===== config.mk =====
export PLATFORM = sky130hd
export DESIGN_NAME = i2c_reg_slave
export DESIGN_NICKNAME = d
export VERILOG_FILES = /design/src/rtl/i2c_pkg.sv /design/src/rtl/i2c_line_filter.sv /design/src/rtl/i2c_reg_slave.sv
export SDC_FILE = /design/constraint.sdc
export NUM_CORES = 1
export LEC_CHECK = 0
export ABC_AREA = 1
export BUFFER_PORTS_ARGS = -buffer_cell sky130_fd_sc_hd__buf_2
export CAP_MARGIN = 0
export CORE_ASPECT_RATIO = 0.8
export CORE_MARGIN = 1.5
export CORE_UTILIZATION = 50
export DETAILED_ROUTE_END_ITERATION = 10
export PLACE_DENSITY = 0.81
export SYNTH_ARGS = -nofsm -noshare
export SYNTH_HDL_FRONTEND = slang
export SYNTH_HIERARCHICAL = 1
export SYNTH_SLANG_ARGS = --single-unit

===== constraint.sdc =====
create_clock -name clk -period 2.6 [get_ports clk]
set_input_delay 0.65 -clock clk [delete_from_list [all_inputs] [get_ports clk]]
set_output_delay 0.65 -clock clk [all_outputs]
set_load 0.01 [all_outputs]

===== src/rtl/i2c_pkg.sv =====
`default_nettype none
// ============================================================================
//  Package     : i2c_pkg
//  Description : Shared types and constants for the I2C register slave:
//                FSM state encoding, default TVP5150 target address and the
//                value returned when reading outside the register file.
//  Revision    : 1.0  initial release
// ============================================================================
package i2c_pkg;

    typedef enum logic [3:0] {
        S_IDLE      = 4'd0,
        S_ADDR      = 4'd1,
        S_ADDR_ACK  = 4'd2,
        S_REG       = 4'd3,
        S_REG_ACK   = 4'd4,
        S_WDATA     = 4'd5,
        S_WDATA_ACK = 4'd6,
        S_RDATA     = 4'd7,
        S_RDATA_ACK = 4'd8,
        S_IGNORE    = 4'd9
    } i2c_state_t;

    // 7-bit address of the TVP5150 decoder (0xBA write / 0xBB read)
    localparam logic [6:0] c_TVP5150_ADDR = 7'h5D;

    // Byte returned for reads beyond the implemented registers
    localparam logic [7:0] c_READ_PAD = 8'hFF;

endpackage
`default_nettype wire


===== src/rtl/i2c_line_filter.sv =====
`default_nettype none
// ============================================================================
//  Module      : i2c_line_filter
//  Description : 2-FF synchronizer followed by a glitch filter for one
//                open-drain bus line. The output only changes after FILT_LEN
//                identical consecutive synchronized samples.
//  Ports       : clk      - system clock
//                rst      - synchronous active-high reset (presets to 1)
//                line_in  - raw asynchronous pad level
//                line_out - filtered level
//  Revision    : 1.0  initial release
// ============================================================================
module i2c_line_filter #(
    parameter int FILT_LEN = 3
) (
    input  logic clk,
    input  logic rst,
    input  logic line_in,
    output logic line_out
);

    logic [1:0]          r_sync;
    logic [FILT_LEN-1:0] r_hist;
    logic                r_level;

    // Idle bus level is high, so everything presets to 1 to avoid a
    // spurious START/STOP right after reset.
    always_ff @(posedge clk) begin
        if (rst) begin
            r_sync  <= 2'b11;
            r_hist  <= '1;
            r_level <= 1'b1;
        end else begin
            r_sync <= {r_sync[0], line_in};
            r_hist <= (r_hist << 1) | FILT_LEN'(r_sync[1]);
            if (&r_hist) begin
                r_level <= 1'b1;
            end else if (~|r_hist) begin
                r_level <= 1'b0;
            end
        end
    end

    assign line_out = r_level;

endmodule
`default_nettype wire


===== src/rtl/i2c_reg_slave.sv =====
`default_nettype none
// ============================================================================
//  Module      : i2c_reg_slave
//  Description : I2C target with an 8-bit register file addressed through an
//                auto-incrementing pointer. Single clock domain; SCL/SDA are
//                synchronized and glitch filtered before use.
//  Ports       : clk, rst        - clock, synchronous active-high reset
//                scl_in, sda_in  - raw pad levels (asynchronous)
//                sda_oe          - 1 = pull SDA low
//                wr_strobe       - one-clk pulse per accepted register write
//                wr_addr/wr_data - index/data of the last accepted write
//                regs_flat       - register file, reg i at [8i+7:8i]
//                busy            - high between START and STOP
//  Config      : I2C_SLAVE_READ_EN - define to enable register reads;
//                otherwise a read address byte is NACKed.
//  Revision    : 1.0  initial release
// ============================================================================
module i2c_reg_slave
    import i2c_pkg::*;
#(
    parameter logic [6:0] DEV_ADDR = c_TVP5150_ADDR,
    parameter int         NUM_REGS = 16,
    parameter int         FILT_LEN = 3
) (
    input  logic                  clk,
    input  logic                  rst,
    input  logic                  scl_in,
    input  logic                  sda_in,
    output logic                  sda_oe,
    output logic                  wr_strobe,
    output logic [7:0]            wr_addr,
    output logic [7:0]            wr_data,
    output logic [NUM_REGS*8-1:0] regs_flat,
    output logic                  busy
);

    localparam int         c_IDX_W    = (NUM_REGS > 1) ? $clog2(NUM_REGS) : 1;
    localparam logic [8:0] c_NUM_REGS = 9'(NUM_REGS);

    // ------------------------------------------------------------------
    // Line conditioning and bus events
    // ------------------------------------------------------------------
    logic w_scl;
    logic w_sda;
    logic r_scl_d;
    logic r_sda_d;

    i2c_line_filter #(.FILT_LEN(FILT_LEN)) u_scl_filt (
        .clk      (clk),
        .rst      (rst),
        .line_in  (scl_in),
        .line_out (w_scl)
    );

    i2c_line_filter #(.FILT_LEN(FILT_LEN)) u_sda_filt (
        .clk      (clk),
        .rst      (rst),
        .line_in  (sda_in),
        .line_out (w_sda)
    );

    always_ff @(posedge clk) begin
        if (rst) begin
            r_scl_d <= 1'b1;
            r_sda_d <= 1'b1;
        end else begin
            r_scl_d <= w_scl;
            r_sda_d <= w_sda;
        end
    end

    logic w_scl_rise;
    logic w_scl_fall;
    logic w_start;
    logic w_stop;

    assign w_scl_rise = w_scl & ~r_scl_d;
    assign w_scl_fall = ~w_scl & r_scl_d;
    assign w_start    = w_scl & r_scl_d & r_sda_d & ~w_sda;
    assign w_stop     = w_scl & r_scl_d & ~r_sda_d & w_sda;

    // ------------------------------------------------------------------
    // State and datapath registers
    // ------------------------------------------------------------------
    i2c_state_t         r_state;
    i2c_state_t         w_state_nxt;
    logic [3:0]         r_bit_cnt;
    logic [3:0]         w_cnt_nxt;
    logic [7:0]         r_shift;
    logic [7:0]         w_shift_nxt;
    logic [7:0]         r_ptr;
    logic [7:0]         w_ptr_nxt;
    logic               r_sda_oe;
    logic               w_oe_nxt;
    logic               r_busy;
    logic               w_busy_nxt;
    logic               w_commit;
    logic [7:0]         r_regs [NUM_REGS];
    logic               r_wr_strobe;
    logic [7:0]         r_wr_addr;
    logic [7:0]         r_wr_data;
    logic [c_IDX_W-1:0] w_idx;
    logic               w_in_range;
    logic               w_addr_ok;

    assign w_idx      = r_ptr[c_IDX_W-1:0];
    assign w_in_range = ({1'b0, r_ptr} < c_NUM_REGS);

`ifdef I2C_SLAVE_READ_EN
    logic       r_mack;
    logic       w_mack_nxt;
    logic [7:0] w_rd_byte;

    assign w_rd_byte = w_in_range ? r_regs[w_idx] : c_READ_PAD;
    assign w_addr_ok = (r_shift[7:1] == DEV_ADDR);
`else
    // Reads are not supported: only a write address byte is acknowledged.
    assign w_addr_ok = (r_shift[7:1] == DEV_ADDR) && !r_shift[0];
`endif

    always_ff @(posedge clk) begin
        if (rst) begin
            r_state <= S_IDLE;
        end else begin
            r_state <= w_state_nxt;
        end
    end

    // ------------------------------------------------------------------
    // Next-state / datapath decode. SDA drive changes only on filtered SCL
    // falling edges (plus release on STOP); r_shift still holds the address
    // byte throughout ADDR_ACK, so its LSB is the R/W bit there.
    // ------------------------------------------------------------------
    always_comb begin
        w_state_nxt = r_state;
        w_cnt_nxt   = r_bit_cnt;
        w_shift_nxt = r_shift;
        w_ptr_nxt   = r_ptr;
        w_oe_nxt    = r_sda_oe;
        w_busy_nxt  = r_busy;
        w_commit    = 1'b0;
`ifdef I2C_SLAVE_READ_EN
        w_mack_nxt  = r_mack;
`endif
        if (w_stop) begin
            w_state_nxt = S_IDLE;
            w_oe_nxt    = 1'b0;
            w_busy_nxt  = 1'b0;
        end else if (w_start) begin
            w_state_nxt = S_ADDR;
            w_cnt_nxt   = 4'd0;
            w_busy_nxt  = 1'b1;
        end else begin
            case (r_state)
                S_ADDR, S_REG, S_WDATA: begin
                    if (w_scl_rise) begin
                        w_shift_nxt = {r_shift[6:0], w_sda};
                        w_cnt_nxt   = r_bit_cnt + 4'd1;
                    end else if (w_scl_fall && (r_bit_cnt == 4'd8)) begin
                        w_cnt_nxt = 4'd0;
                        if (r_state == S_ADDR) begin
                            if (w_addr_ok) begin
                                w_state_nxt = S_ADDR_ACK;
                                w_oe_nxt    = 1'b1;
                            end else begin
                                w_state_nxt = S_IGNORE;
                            end
                        end else if (r_state == S_REG) begin
                            w_ptr_nxt   = r_shift;
                            w_state_nxt = S_REG_ACK;
                            w_oe_nxt    = 1'b1;
                        end else begin
                            // Out-of-range writes are ACKed but dropped;
                            // the pointer advances either way.
                            w_commit    = 1'b1;
                            w_ptr_nxt   = r_ptr + 8'd1;
                            w_state_nxt = S_WDATA_ACK;
                            w_oe_nxt    = 1'b1;
                        end
                    end
                end
                S_ADDR_ACK: begin
                    if (w_scl_fall) begin
                        w_oe_nxt    = 1'b0;
                        w_cnt_nxt   = 4'd0;
                        w_state_nxt = S_REG;
`ifdef I2C_SLAVE_READ_EN
                        if (r_shift[0]) begin
                            w_state_nxt = S_RDATA;
                            w_shift_nxt = w_rd_byte;
                            w_oe_nxt    = ~w_rd_byte[7];
                        end
`endif
                    end
                end
                S_REG_ACK, S_WDATA_ACK: begin
                    if (w_scl_fall) begin
                        w_oe_nxt    = 1'b0;
                        w_cnt_nxt   = 4'd0;
                        w_state_nxt = S_WDATA;
                    end
                end
`ifdef I2C_SLAVE_READ_EN
                S_RDATA: begin
                    if (w_scl_rise) begin
                        w_cnt_nxt = r_bit_cnt + 4'd1;
                    end else if (w_scl_fall) begin
                        if (r_bit_cnt == 4'd8) begin
                            w_cnt_nxt   = 4'd0;
                            w_oe_nxt    = 1'b0;
                            w_ptr_nxt   = r_ptr + 8'd1;
                            w_state_nxt = S_RDATA_ACK;
                        end else begin
                            w_shift_nxt = {r_shift[6:0], 1'b1};
                            w_oe_nxt    = ~r_shift[6];
                        end
                    end
                end
                S_RDATA_ACK: begin
                    if (w_scl_rise) begin
                        w_mack_nxt = ~w_sda;
                    end else if (w_scl_fall) begin
                        if (r_mack) begin
                            w_state_nxt = S_RDATA;
                            w_shift_nxt = w_rd_byte;
                            w_oe_nxt    = ~w_rd_byte[7];
                        end else begin
                            w_state_nxt = S_IGNORE;
                            w_oe_nxt    = 1'b0;
                        end
                    end
                end
`endif
                default: begin
                    // IDLE / IGNORE: wait for START or STOP
                end
            endcase
        end
    end

    always_ff @(posedge clk) begin
        if (rst) begin
            r_bit_cnt <= 4'd0;
            r_shift   <= 8'h00;
            r_ptr     <= 8'h00;
            r_sda_oe  <= 1'b0;
            r_busy    <= 1'b0;
`ifdef I2C_SLAVE_READ_EN
            r_mack    <= 1'b0;
`endif
        end else begin
            r_bit_cnt <= w_cnt_nxt;
            r_shift   <= w_shift_nxt;
            r_ptr     <= w_ptr_nxt;
            r_sda_oe  <= w_oe_nxt;
            r_busy    <= w_busy_nxt;
`ifdef I2C_SLAVE_READ_EN
            r_mack    <= w_mack_nxt;
`endif
        end
    end

    // ------------------------------------------------------------------
    // Register file and write strobe
    // ------------------------------------------------------------------
    always_ff @(posedge clk) begin
        if (rst) begin
            for (int i = 0; i < NUM_REGS; i++) begin
                r_regs[i] <= 8'h00;
            end
            r_wr_strobe <= 1'b0;
            r_wr_addr   <= 8'h00;
            r_wr_data   <= 8'h00;
        end else begin
            r_wr_strobe <= 1'b0;
            if (w_commit && w_in_range) begin
                r_regs[w_idx] <= r_shift;
                r_wr_strobe   <= 1'b1;
                r_wr_addr     <= r_ptr;
                r_wr_data     <= r_shift;
            end
        end
    end

    generate
        for (genvar gi = 0; gi < NUM_REGS; gi++) begin : g_flat
            assign regs_flat[8*gi +: 8] = r_regs[gi];
        end
    endgenerate

    assign sda_oe    = r_sda_oe;
    assign wr_strobe = r_wr_strobe;
    assign wr_addr   = r_wr_addr;
    assign wr_data   = r_wr_data;
    assign busy      = r_busy;

endmodule
`default_nettype wire

; Word level (Yosys, flattened, before mapping)
; Memory sizes are Yosys's and may differ from the RTL's.
; Index checks and enable logic that the tools add are counted.
[totals]
regBits = 57
latchBits = 0
ramBits = 128
rom_bits = 0
output_inout_bits = 147
word_cells = 121
memories = 1
[memory_table]
columns = name, words, word_bits, read_ports, rd_ports_with_merged_regs, wr, line
row1 = r_regs, 16, 8, 16, 0, 16, i2c_reg_slave.sv:98  ; logic [7:0] r_regs [NUM_REGS];
[op_classes]
add_sub_neg = 2
mul = 0
n_div = 0
order_cmp = 1
eq_ne = 20
shift = 0
n_mux = 36
bitwise = 17
reduce_logical = 26
[op_table]
columns = op, n
row1 = 4-bit 2-to-1 mux, 11
row2 = 1-bit 2-to-1 mux, 19
row3 = 8-bit 2-to-1 mux, 2
row4 = "3-bit inequality test, second input constant", 5
row5 = 3-bit OR reduction, 5
row6 = "4-bit by 3-bit == test with 1-bit output, second input constant", 3
row7 = 4-bit case mux with 3 select lines, 1
row8 = 6-bit AND reduction, 2
row9 = 5-bit AND reduction, 2
row10 = "8-bit by 1-bit adder with 8-bit output, second input constant", 1
row11 = "4-bit by 2-bit == test with 1-bit output, second input constant", 2
row12 = "8-bit by 5-bit less-than comparator with 1-bit output, second input constant", 1
row13 = "2-bit inequality test, second input constant", 4
row14 = 1-bit inverter, 8
row15 = 4-bit case mux with 2 select lines, 1
row16 = 4-bit AND reduction, 2
row17 = 2-bit OR reduction, 4
row18 = 8-bit OR reduction, 1
row19 = 1-bit bitwise AND, 7
row20 = "7-bit == test, second input constant", 1
row21 = 3-bit by 1-bit OR with 3-bit output, 2
row22 = 3-bit AND reduction, 2
row23 = 3-bit nonzero test, 2
row24 = "4-bit by 1-bit adder with 4-bit output, second input constant", 1
row25 = other kinds (11), 13

; Longest topological paths before layout
; Gate-level depths: netlist (run 1).
[depth]
depth_word = 14
ltp_mapped = 12
depth_no_buf = 12

; Cells and area by module
; The synthesis (run 1) kept the hierarchy.
[by_module_without_submodules]
columns = mod, instances, cells_each, area_per_inst_um2, seq_area_each_um2
row1 = i2c_reg_slave, 1, 619, 6860.3, 4744.6
row2 = i2c_line_filter, 2, 22, 187.7, 120.1

; Least setup slack after synthesis (run 1)
; Ideal clock, no wire load.
[synth_path]
path_type = reg-to-reg
from = register r_bit_cnt[0]
to = memory r_regs[1][0] (enable)
t_arrival_ps = 1700
required_time_ps = 2271
setup_slack_ps = 571
stages_incl_launch_ff = 12
n_path_buf = 1
synth_period_minus_slack_ps = 2029
path_cell_list = dfxtp_1 -> inv_1 -> ha_1 -> nand3_1 -> nor2_2 -> nand2_1 -> clkinv_2 -> nand3_4 -> nor2_8 -> buf_12 -> nand3_4 -> nand2_1
[synth_lines]
columns = item, line
row1 = start: declaration, i2c_reg_slave.sv:87  ; logic [3:0] r_bit_cnt;
row2 = start signal: assignment, i2c_reg_slave.sv:252  ; r_bit_cnt <= w_cnt_nxt;
row3 = end: declaration, i2c_reg_slave.sv:98

==> results.toml, run 1 <==
[min_path]
min_to = "u_scl_filt/r_sync[0]"
hold_class = "input pin to flip-flop"
min_from = "scl_in"
hold_depth = 2

[timing]
slew_violations = 0
tightest_slew_ps = 803
rsz0062_at_grt = "false"
fin_crit_ps = 2410
relSlewSlack = 0.461
hold_ws_ps = 401
final_hold_viol_count = 0
finalSetupViolCount = 0
fmax_mhz = 415
fin_worst_skew_ps = 10.2
period_share = 0.927
setup_tns_ps = 0

[final_layout]
antenna_cells = 0
fin_nets = 836
drive_gt1_frac = 0.274
final_core_util = 0.620
final.fill_count = 1100
syn2layout_area_growth_pct = 21.7

[synth]
synth_top_area_frac = 0.531
seq_area_frac_synth = 0.689
synth.area.mux_share = 0
syn_avg_cell_area_um2 = 10.9
synthAdderAreaFrac = 0.0104
synth.most_common_cell = "nor2_1"
synth_compound_area_frac = 0.0417
ys.flop_type = "edfxtp_1"
synth_common_cells = "nor2_1, edfxtp_1, nand2_1, dfxtp_1, inv_1"
netlist_area_um2 = 7240
synthXorXnorAreaFrac = 0.00121
yosys_warnings = 6
synth_area_leaders = "edfxtp_1, dfxtp_1, nor2_1"
yosys.area.top_type = "edfxtp_1"
synth_top_family_by_area = "simple AND/OR/NAND/NOR gates"
synth-edff-count = 128
ys_ff_latch = 185
yosys.area_share.simple = 0.216
synth_nets = 673
async_reset_ff_frac = 0
netlist_instances = 663
synthDistinctLibCells = 29

[drt]
first_iter_violations = 658
avgRoutedWirePerCell_um = 16.6
avgViaCountPerCell = 5.26
ant_nets = 0
drc = 0
wl_um = 16900
firstDrtPassIters = 5
vias = 5384

[die]
core_um2 = 14200
initial_utilization = 0.510
rows = 39
die_w_um = 137
fp.dieH_um = 111
dieArea_um2 = 15200
ios = 151

[worst_setup_path]
crit_path_start_kind = "flip-flop"
rrSetupSlack_ps = 190
cp_max_fo = 14
required_ps = 2690
arrival_ps = 2500
r2r_cells = 11
reg2reg_from = "r_bit_cnt[0]"
rr_endpoint = "r_regs[13][2]"
crit_type = "flip-flop to flip-flop"
cp-end-kind = "flip-flop"

[clocking]
path_clk_slew_ps = 70
cts_max_path_buffers = 2
post_cts_resized = 0
root_buffer = "clkbuf_16"
cts.sinks = 185
post_cts_buffers = 0
htree_levels = 4
cts_hold_buf = 0
tritoncts = "done"
cts_buffers = 17
insertion_delay_ps = 430

[pwr]
power_density_nw_per_um2 = 714
p_leak_nw = 3.43
p_total_w = 0.00629
vdd_drop_max_mv = 0.505

[global_routing]
grt.total_usage = 0.231
grt_util_met2 = 0.343
met1_usage = 0.334
grt_busiest_layer = "met2"
grt-ovfl-total = 0
grt_antenna_before_repair = 0
first_global_vias = 4835
grt_max_degree = 32
grt_pass1_wl_um = 26200
gr-usage-met3 = 0.0624

[placed_design]
dp_hpwl_um = 11500
portBuffers = 150
gp_congestion = 0.822

[run]
maxCapViolCount = 0

[outcome]
status = "finished clean"
worst max-delay path, cell delays in order (launching register included):
cell	delay [ps]
dfxtp_1	340
inv_1	100
ha_1	170
nand3_1	90
nor2_2	110
nand2_1	70
clkinv_2	70
nand3_4	170
nor2_8	170
buf_4	250
nand3_2	200
nand2_1	330
worst max path at each step:
stage	startpoint	endpoint	slack [ps]	cells after the start
after floorplan	r_bit_cnt[0]	r_regs[1][0]	570	11
after global placement	r_bit_cnt[0]	r_regs[14][3]	340	11
after detailed placement	r_bit_cnt[0]	r_regs[2][3]	230	11
after CTS	r_bit_cnt[0]	r_regs[2][4]	200	11
after global routing	r_bit_cnt[0]	r_regs[13][6]	0.5	11
final	r_bit_cnt[0]	r_regs[13][2]	190	11
per-layer routing:
layer	vias to the layer above	wire, um
met5	-	0
met4	0	228
li1	2527	-
met1	2520	7290
met3	33	1770
met2	304	7650
registers in the layout, summed over array words and instances (netlist names), 3 cells and up:
register           flops
r_ptr                  8
r_shift                8
u_scl_filt/r_hist      3
r_bit_cnt              4
wr_addr                8
r_state                4
r_regs               128
wr_data                8
u_sda_filt/r_hist      3
per-stage QoR:
stage	area, um2	cells	setup slack (ps)
2_1_floorplan	7240	663	571
3_3_place_gp	8220	991	336
3_5_place_dp	8220	991	225
4_1_cts	8800	1023	200
5_1_grt	8810	1023	0.523
6_report	8810	1023	191
kinds of logic after synthesis:
| logic type | Yosys count |
|---|---|
| adders and majority gates | 6 |
| xor gates and xnor gates | 1 |
| DFF | 185 |
| and+or+nand+nor | 337 |
| buffers and inverters | 75 |
| AOI/OAI and AO/OA | 59 |
cells in the final DEF (no fill, tap or decap), types with 5 or more instances in the layout:
cell / n
nor2_1: 180
buf_2: 150
edfxtp_1: 128
nand2_1: 92
dfxtp_1: 57
inv_1: 41
o21ai_0: 35
nand3_1: 22
a21oi_1: 20
clkbuf_16: 17
buf_4: 13
nand3_4: 10
clkinv_1: 10
nand3_2: 8
nor2_2: 6
ha_1: 6
or2_1: 6
inv_6: 5
power by group:
group / internal [W] / total, W / switching [W] / leakage, nW
clock: 0.00136 / 0.00254 / 0.00118 / 0.284
sequential: 0.00327 / 0.00333 / 0.0000580 / 1.68
combinational: 0.000138 / 0.000424 / 0.000285 / 1.47
layout make-up:
| cell class | count | area, um2 | area share |
|---|---|---|---|
| inverter | 56 | 213 | 0.0242 |
| clock buffer | 17 | 425 | 0.0483 |
| multi-input combinational | 403 | 1950 | 0.222 |
| timing repair buffer | 163 | 848 | 0.0963 |
| tap | 184 | 230 | 0.0261 |
| sequential | 185 | 4980 | 0.566 |
| clock inverter | 15 | 153 | 0.0173 |
Power figures use the tool's default switching activity.
==> run 2, diff against run 1 <==
--- a/config.mk
+++ b/config.mk
@@ -13,6 +13,7 @@
 export CORE_UTILIZATION = 50
 export DETAILED_ROUTE_END_ITERATION = 10
 export PLACE_DENSITY = 0.81
+export SETUP_SLACK_MARGIN = 0.5
 export SYNTH_ARGS = -nofsm -noshare
 export SYNTH_HDL_FRONTEND = slang
 export SYNTH_HIERARCHICAL = 1
==> constraint.sdc (replaced) <==
create_clock -name clk -period 2.56 [get_ports clk]
set_input_delay 0.64 -clock clk [delete_from_list [all_inputs] [get_ports clk]]
set_output_delay 0.64 -clock clk [all_outputs]
set_load 0.01 [all_outputs]
==> results.toml, run 2 (same netlist as run 1, synthesis figures left out) <==
[outcome]
status = "finished clean"

[pwr]
power_frac_comb = 0.070
vdd_drop_max_mv = 0.500
pwr-share-seq = 0.519
p_leak_nw = 3.56
switching_share = 0.240
power_density_nw_per_um2 = 699
power.switching_w = 0.00156
internal_power_w = 0.00495
pwr-share-clk = 0.411

[worst_setup_path]
crit_path_start = "r_bit_cnt[1]"
rr_endpoint = "r_regs[1][3]"
crit_path_start_kind = "flip-flop"
endpoint = "r_regs[1][3]"
cp_max_fo = 8
r2r_cells = 11
reg2reg_from = "r_bit_cnt[1]"
rrSetupSlack_ps = 590
required_ps = 2710
cp-end-kind = "flip-flop"
crit_type = "flip-flop to flip-flop"
arrival_ps = 2120

[die]
core_um2 = 14200
ios = 151
fp.dieH_um = 111
rows = 39
dieArea_um2 = 15200
die_w_um = 137
initial_utilization = 0.510

[global_routing]
grt_max_degree = 33
grt_pass1_wl_um = 27700
first_global_vias = 5028
grt_antenna_before_repair = 0
grt-ovfl-total = 0
grt.total_usage = 0.247

[final_layout]
final.fill_count = 975
final_cell_mix = "nor2_1, buf_2, edfxtp_1"
instances_no_fill = 1038
multi_input_comb_area_um2 = 2250
syn2layout_area_growth_pct = 28.8
drive_gt1_frac = 0.313
largest_register = "r_regs"
final_common_cell = "nor2_1"
antenna_cells = 0
seq_area_um2 = 4990
largest_reg_flops = 128
fin_nets = 851

[placed_design]
dp_hpwl_um = 11800
gp_congestion = 0.877
placed_cells = 992
portBuffers = 150

[clocking]
cts_max_path_buffers = 2
insertion_delay_ps = 430
cts.sinks = 185
path_clk_slew_ps = 70
cts_hold_buf = 0
cts_buffers = 17
root_buffer = "clkbuf_16"
tritoncts = "done"
htree_levels = 4

[drt]
first_iter_violations = 695
avgRoutedWirePerCell_um = 18.2
avgViaCountPerCell = 5.40
firstDrtPassIters = 5
ant_nets = 0
vias = 5605
wl_um = 18800
drc = 0

[timing]
fmax_mhz = 507
setup_tns_ps = 0
rsz0062_at_grt = "false"
final_hold_viol_count = 0
relSlewSlack = 0.513
finalSetupViolCount = 0
tightest_slew_ps = 727
period_share = 0.770
slew_violations = 0
fin_crit_ps = 1970
fin_worst_skew_ps = 10.3

[run]
maxCapViolCount = 0

[min_path]
hold_class = "input pin to flip-flop"
run 2: how the worst min path moves through the flow:
stage / from / endpoint / slack (ps) / depth (start not counted)
5_1_grt: sda_in / u_sda_filt/r_sync[0] / 370 / 2
3_3_place_gp: u_scl_filt/r_sync[0] / u_scl_filt/r_sync[1] / 390 / 1
2_1_floorplan: u_scl_filt/r_sync[1] / u_scl_filt/r_hist[0] / 380 / 1
6_report: scl_in / u_scl_filt/r_sync[0] / 380 / 2
3_5_place_dp: u_scl_filt/r_sync[0] / u_scl_filt/r_sync[1] / 390 / 1
4_1_cts: scl_in / u_scl_filt/r_sync[0] / 380 / 2
run 2: cell type report:
| class | count | share of cell area |
|---|---|---|
| inverters | 56 | 0.0235 |
| repair buffers | 176 | 0.110 |
| well taps | 184 | 0.0247 |
| clock inverters | 15 | 0.0192 |
| multi-input cells | 405 | 0.242 |
| flip-flops and latches | 185 | 0.536 |
| clock buffers | 17 | 0.0457 |
run 2: per-stage QoR:
stage	hold WS, ps	util	instance area [um2]	power [W]	setup WS [ps]
4_1_cts	377	0.638	9050	0.00650	514
3_3_place_gp	385	0.580	8240	0.00386	344
2_1_floorplan	383	-	7240	0.00369	531
3_5_place_dp	393	0.580	8240	0.00387	244
6_report	381	0.656	9320	0.00651	588
5_1_grt	372	0.656	9320	0.00670	472
run 2: what timing repair did:
| action | in CTS | in global routing |
|---|---|---|
| setup endpoints to repair | 128 | 148 |
| setup buffers | 1 | 9 |
| gates cloned | 1 | 3 |
| pin swaps | 1 | 9 |
| gates resized for setup | 40 | 21 |
run 2: critical path, cell delays in order, from the launching register on:
cell       delay (ps)
dfxtp_4           360
inv_4              60
ha_4              130
nand3_2            70
nor2_2             80
nand2_1            70
clkinv_2           70
nand3_4           100
nor2_8            210
clkbuf_16         210
nand3_4           150
nand2_8           170
run 2: routing by layer:
layer | wire length, um | track usage | vias to the layer above | part of all wire
met5 | 0 | 0 | - | 0
met4 | 273 | 0.0786 | 0 | 0.014
met3 | 2100 | 0.0588 | 24 | 0.11
met2 | 8970 | 0.376 | 374 | 0.48
met1 | 7510 | 0.351 | 2634 | 0.40
li1 | - | - | 2573 | -
run 2: power by group through the flow:
stage / clock network, W / registers (W) / logic [W]
after floorplan: 0 / 0.00349 / 0.000195
after global placement: 0 / 0.00344 / 0.000420
after detailed placement: 0 / 0.00344 / 0.000426
after CTS: 0.00268 / 0.00338 / 0.000442
after global routing: 0.00281 / 0.00339 / 0.000501
final: 0.00268 / 0.00338 / 0.000456
